[src/rtl/uart_rx_fifo.sv]
// UART receive path: 2-flop synchronizer, 8N1 deframer and FIFO with first-word fall-through.
// Build option UART_RX_MAJORITY_EN: 2-of-3 majority vote around each bit sample point.
module uart_rx_fifo #(
  parameter int unsigned CLKS_PER_BIT = 286,
  parameter int unsigned FIFO_AW      = 4
) (
  input  logic               lpc_clk,
  input  logic               lpc_rst,
  input  logic               uart_rx,
  input  logic               rd_en,
  output logic [7:0]         rd_data,
  output logic               rd_valid,
  output logic [FIFO_AW:0]   count,
  output logic               overrun,
  output logic               frame_err,
  input  logic               err_clr,
  output logic               rx_active
);

  localparam int unsigned DEPTH = 1 << FIFO_AW;
  localparam int unsigned CW    = $clog2(CLKS_PER_BIT);
  localparam int unsigned MID   = CLKS_PER_BIT / 2;
`ifdef UART_RX_MAJORITY_EN
  localparam int unsigned LAT   = 1;
`else
  localparam int unsigned LAT   = 0;
`endif
  localparam logic [CW-1:0] START_PT = CW'(MID + LAT);
  localparam logic [CW-1:0] BIT_END  = CW'(CLKS_PER_BIT - 1);

  localparam logic [2:0] ST_IDLE  = 3'd0;
  localparam logic [2:0] ST_START = 3'd1;
  localparam logic [2:0] ST_DATA  = 3'd2;
  localparam logic [2:0] ST_STOP  = 3'd3;
  localparam logic [2:0] ST_BREAK = 3'd4;

  logic sync1_q, rxs_q, rxs_prev_q;
  logic samp;

`ifdef UART_RX_MAJORITY_EN
  logic rxs_prev2_q;

  always_ff @(posedge lpc_clk or negedge lpc_rst) begin
    if (!lpc_rst) rxs_prev2_q <= 1'b1;
    else          rxs_prev2_q <= rxs_prev_q;
  end

  // Decision is taken one clock after the nominal point so the vote spans -1/0/+1.
  assign samp = (rxs_q & rxs_prev_q) | (rxs_q & rxs_prev2_q) | (rxs_prev_q & rxs_prev2_q);
`else
  assign samp = rxs_q;
`endif

  always_ff @(posedge lpc_clk or negedge lpc_rst) begin
    if (!lpc_rst) begin
      sync1_q    <= 1'b1;
      rxs_q      <= 1'b1;
      rxs_prev_q <= 1'b1;
    end else begin
      sync1_q    <= uart_rx;
      rxs_q      <= sync1_q;
      rxs_prev_q <= rxs_q;
    end
  end

  logic [2:0]    state_q, state_d;
  logic [CW-1:0] cnt_q, cnt_d;
  logic [2:0]    bit_q, bit_d;
  logic [7:0]    shift_q, shift_d;
  logic          push_q, push_d;
  logic          ferr_set;

  always_comb begin
    state_d  = state_q;
    cnt_d    = (cnt_q == BIT_END) ? '0 : cnt_q + CW'(1);
    bit_d    = bit_q;
    shift_d  = shift_q;
    push_d   = 1'b0;
    ferr_set = 1'b0;
    case (state_q)
      ST_IDLE: begin
        cnt_d = '0;
        if (rxs_prev_q && !rxs_q) state_d = ST_START;
      end
      ST_START: begin
        if (cnt_q == START_PT) begin
          cnt_d = '0;
          bit_d = '0;
          state_d = samp ? ST_IDLE : ST_DATA;
        end
      end
      ST_DATA: begin
        if (cnt_q == BIT_END) begin
          shift_d[bit_q] = samp;
          if (bit_q == 3'd7) state_d = ST_STOP;
          else               bit_d   = bit_q + 3'd1;
        end
      end
      ST_STOP: begin
        // Leaving at stop mid-bit leaves half a bit to catch a zero-gap start edge.
        if (cnt_q == BIT_END) begin
          if (samp) begin
            push_d  = 1'b1;
            state_d = ST_IDLE;
          end else begin
            ferr_set = 1'b1;
            state_d  = ST_BREAK;
          end
        end
      end
      ST_BREAK: begin
        cnt_d = '0;
        if (rxs_q) state_d = ST_IDLE;
      end
      default: state_d = ST_IDLE;
    endcase
  end

  always_ff @(posedge lpc_clk or negedge lpc_rst) begin
    if (!lpc_rst) begin
      state_q <= ST_IDLE;
      cnt_q   <= '0;
      bit_q   <= '0;
      shift_q <= '0;
      push_q  <= 1'b0;
    end else begin
      state_q <= state_d;
      cnt_q   <= cnt_d;
      bit_q   <= bit_d;
      shift_q <= shift_d;
      push_q  <= push_d;
    end
  end

  assign rx_active = (state_q != ST_IDLE);

  logic [7:0]         mem_q [DEPTH];
  logic [FIFO_AW-1:0] wr_ptr_q, rd_ptr_q;
  logic [FIFO_AW:0]   count_q, count_d;
  logic               overrun_q, frame_err_q;
  logic               pop, full, wr_en, ovr_set;

  assign pop     = rd_en && (count_q != '0);
  assign full    = (count_q == (FIFO_AW+1)'(DEPTH));
  assign wr_en   = push_q && (!full || pop);
  assign ovr_set = push_q && full && !pop;

  always_comb begin
    count_d = count_q;
    if (wr_en && !pop)      count_d = count_q + (FIFO_AW+1)'(1);
    else if (!wr_en && pop) count_d = count_q - (FIFO_AW+1)'(1);
  end

  // Byte stays stable in shift_q during the push cycle; no separate holding register.
  always_ff @(posedge lpc_clk) begin
    if (wr_en) mem_q[wr_ptr_q] <= shift_q;
  end

  always_ff @(posedge lpc_clk or negedge lpc_rst) begin
    if (!lpc_rst) begin
      wr_ptr_q    <= '0;
      rd_ptr_q    <= '0;
      count_q     <= '0;
      overrun_q   <= 1'b0;
      frame_err_q <= 1'b0;
    end else begin
      if (wr_en) wr_ptr_q <= wr_ptr_q + FIFO_AW'(1);
      if (pop)   rd_ptr_q <= rd_ptr_q + FIFO_AW'(1);
      count_q     <= count_d;
      overrun_q   <= (overrun_q & ~err_clr) | ovr_set;
      frame_err_q <= (frame_err_q & ~err_clr) | ferr_set;
    end
  end

  assign rd_valid  = (count_q != '0);
  assign rd_data   = rd_valid ? mem_q[rd_ptr_q] : '0;
  assign count     = count_q;
  assign overrun   = overrun_q;
  assign frame_err = frame_err_q;

endmodule

[config.mk]
export PLATFORM = sky130hd
export DESIGN_NAME = uart_rx_fifo
export DESIGN_NICKNAME = d
export VERILOG_FILES = /design/src/rtl/uart_rx_fifo.sv
export SDC_FILE = /design/constraint.sdc
export NUM_CORES = 1
export LEC_CHECK = 0
export ABC_AREA = 1
export BUFFER_PORTS_ARGS = -buffer_cell sky130_fd_sc_hd__buf_4
export CORE_ASPECT_RATIO = 0.5
export CORE_MARGIN = 5
export CORE_UTILIZATION = 48
export CTS_BUF_LIST = sky130_fd_sc_hd__clkbuf_16
export DETAILED_ROUTE_END_ITERATION = 10
export SYNTH_ARGS = -nofsm -noshare
export SYNTH_HDL_FRONTEND = slang
export SYNTH_SLANG_ARGS = --single-unit
export TNS_END_PERCENT = 30
[constraint.sdc]
create_clock -name lpc_clk -period 2.7 [get_ports lpc_clk]
set_input_delay 0.54 -clock lpc_clk [delete_from_list [all_inputs] [get_ports lpc_clk]]
set_output_delay 0.54 -clock lpc_clk [all_outputs]
set_load 0.01 [all_outputs]
==> run metrics <==
status=finished, final reports clean; CTS tree=built; Placed Cells=approximately 950; Hold WC Path Type=in2async; # fillers=about 1.3k; Synth Warn #=0; CP max FO=30; IR Drop Worst-Case VDD=0.367 mV; first-pass iteration count of the detailed router=5; Nets=approximately 800; Arrival @ worst endpoint=roughly 2.0 ns; Power Dens Cells=654 mW/mm^2; Routed WL=between 15 and 20 mm; global-route wire length before repair=26.1 mm; Max-cap violations=0; Pins Over Slew Limit=0; critical path capture point type=output port; IO Port Bufs=21; depth of the most critical reg-to-reg path=16; skew final=~0.013 ns; clk_lat worst skew=0.42 ns; mapped cell area=0.00758 sq mm; DIE HEIGHT=around 99 microns; vias in the first global route=4824; clk slew on worst S/H paths=0.06 ns; most frequent cells in the layout=228 x nand2_1, 128 x edfxtp_1, 123 x nand3_1; crit start category=flop; # diodes=0; Non-Filler Instances=978; vias=5066; f_max=395 MHz; routed length per instance=around 17 microns; register area share after synthesis=between 60% and 70%; # setup viols final=0; GP Congestion=about 0.89; Crit path top cell by count=nand2_1; Overall Global Routing Usage=18.1%; Slew Limit Headroom=about 47%; number of synthesized flops with an enable pin=128; drt initial violations=roughly 320; initial antenna violation count=0; # Post-CTS Setup Buffers=0; root buf cell=clkbuf_16; share of layout cells above drive strength 1=12.7%; htree depth=4; slowest CP cell=dfrtp_2; Synth Flop Type=edfxtp_1; Worst-Margin Slew=0.788 ns; most common cell after layout, fill and taps aside=nand2_1; Synth Area per Inst=10.4 sq um; largest net degree at the start of global routing=67; Initial Utilization=49.1%; Routed Antenna Nets=0; Critical Path RT=2.16 ns; #FFs+latches synth=170; Max clock buf depth=2; Final Hold Vio Count=0; max incr delay on CP=0.43 ns; Final min period=2.53 ns; Mapped Nets=748; Final period util=approximately 94%; Syn-to-layout area delta=12.8%; critical path type=reg2out; # clock sinks=170; # rows=32; Post-DP HPWL=10.5 mm; Sum Neg Setup Slack=0 ns; RSZ-0062 raised after global routing=true; Async SR Flop Fraction=24.7%; leakage power=0.00375 uW; num ports=22; RR Startpoint=count[3]$_DFFE_PN0P_; total CTS buffers=17; Remaining DRCs=0; Worst R2R End=count[4]$_DFFE_PN0P_; Die Wd=~190 microns; Die ar.=between 0.015 and 0.02 sq mm; crit path cell chain=inv_2 > buf_6 > nand2_1 > nand3_1 > nand3_1 > nand2_1 > nand2_1 > a21oi_1 > buf_4; Mapped Cells=729; post-DR vias/cell=5.18; core box area=0.0155 sq mm; grt total ovfl=0; R2R Setup Slk=0.22 ns; synth unique cells=31
-- metal layers --
layer / up-vias / part of all wire, % / GRT usage [%]
met5: - / 0 / 0
met4: 0 / 1.8 / 6.14
met3: 24 / 4.3 / 3.50
met2: 107 / 47 / 29.0
met1: 2436 / 47 / 25.2
li1: 2499 / - / -
-- how the worst max path moves through the flow --
stage                       startpoint                   end  slack [ns]  cells after the start
4_1_cts        rd_ptr_q[0]$_DFFE_PN0N_            rd_data[6]        0.05                      9
5_1_grt           count[3]$_DFFE_PN0P_  count[4]$_DFFE_PN0P_      -0.007                     16
2_1_floorplan     count[3]$_DFFE_PN0P_  count[4]$_DFFE_PN0P_        0.45                     16
3_5_place_dp                     rd_en  count[4]$_DFFE_PN0P_        0.25                     16
3_3_place_gp                     rd_en  count[4]$_DFFE_PN0P_        0.28                     16
6_report       rd_ptr_q[0]$_DFFE_PN0N_            rd_data[6]        0.17                      9
-- kinds of logic after synthesis --
group / Yosys count / share of synthesized area, %
fa+ha+maj: 14 / 2.41
compound gates: 28 / 1.86
xor+xnor: 13 / 1.50
buf+inv: 85 / 5.21
simple gates: 419 / 24.4
flops: 170 / 64.6
-- metrics by stage --
stage | cell area, sq um | setup slack (ns) | utilization, % | hold WS [ns] | total power (uW)
global placement | 7990 | 0.282 | 51.7 | 0.345 | 3360
finish | 8550 | 0.165 | 55.3 | 0.100 | 5590
detailed placement | 7990 | 0.249 | 51.7 | 0.347 | 3370
CTS | 8540 | 0.0476 | 55.3 | 0.122 | 5640
floorplan | 7580 | 0.445 | - | 0.244 | 3250
global route | 8550 | -0.00697 | 55.3 | 0.134 | 5840
-- timing repair --
action | CTS | global route
hold buffers | 0 | 0
gates resized for setup | 0 | 4
endpoints found under the setup margin | 0 | 9
-- final cells by class --
| cell class | count | area [sq um] | area share [%] |
|---|---|---|---|
| timing repair buffer | 40 | 329 | 3.85 |
| multi-input combinational | 474 | 2290 | 26.8 |
| tap | 204 | 255 | 2.98 |
| clock inverter | 15 | 129 | 1.51 |
| sequential | 170 | 4900 | 57.3 |
| inverter | 58 | 224 | 2.62 |
| clock buffer | 17 | 425 | 4.97 |
-- sequential cells by signal (all words and copies together) (netlist names) --
register and count:
mem_q 128, cnt_q 9, shift_q 8, count 5, rd_ptr_q 4, wr_ptr_q 4
bit_q 3, state_q 3, frame_err 1, overrun 1, push_q 1, rxs_prev_q 1
rxs_q 1, sync1_q 1
-- power by group --
part | leakage (uW) | internal (uW) | switching, uW
clock network | 0.000268 | 1270 | 1020
logic | 0.00146 | 147 | 273
registers | 0.00202 | 2830 | 58.7
-- cells in the mapped netlist (2+ instances only) --
cell	n	area (sq um)
a21oi_1	13	65.1
buf_1	2	7.51
buf_2	10	50.1
buf_4	7	52.6
buf_6	5	56.3
clkbuf_1	3	11.3
clkinv_1	3	11.3
dfrtp_1	39	976
dfstp_2	3	78.8
edfxtp_1	128	3840
ha_1	13	163
inv_1	47	176
inv_2	8	30.0
nand2_1	228	856
nand2_2	6	37.5
nand2_4	3	33.8
nand3_1	123	616
nand3b_1	3	22.5
nor2_1	42	158
nor2_2	2	12.5
nor2_4	2	22.5
nor2_8	2	40.0
nor3_1	6	30.0
o21ai_0	7	35.0
o21ai_1	7	35.0
xnor2_1	3	26.3
xor2_1	10	87.6
-- critical path, delay by kind of cell, from the launching register on --
kind / cells / cell delay, ns
flops: 1 / 0.43
compound gates: 1 / 0.17
simple gates: 5 / 0.47
buf+inv: 3 / 0.50
Note: power is estimated with default switching activity, not from simulation.
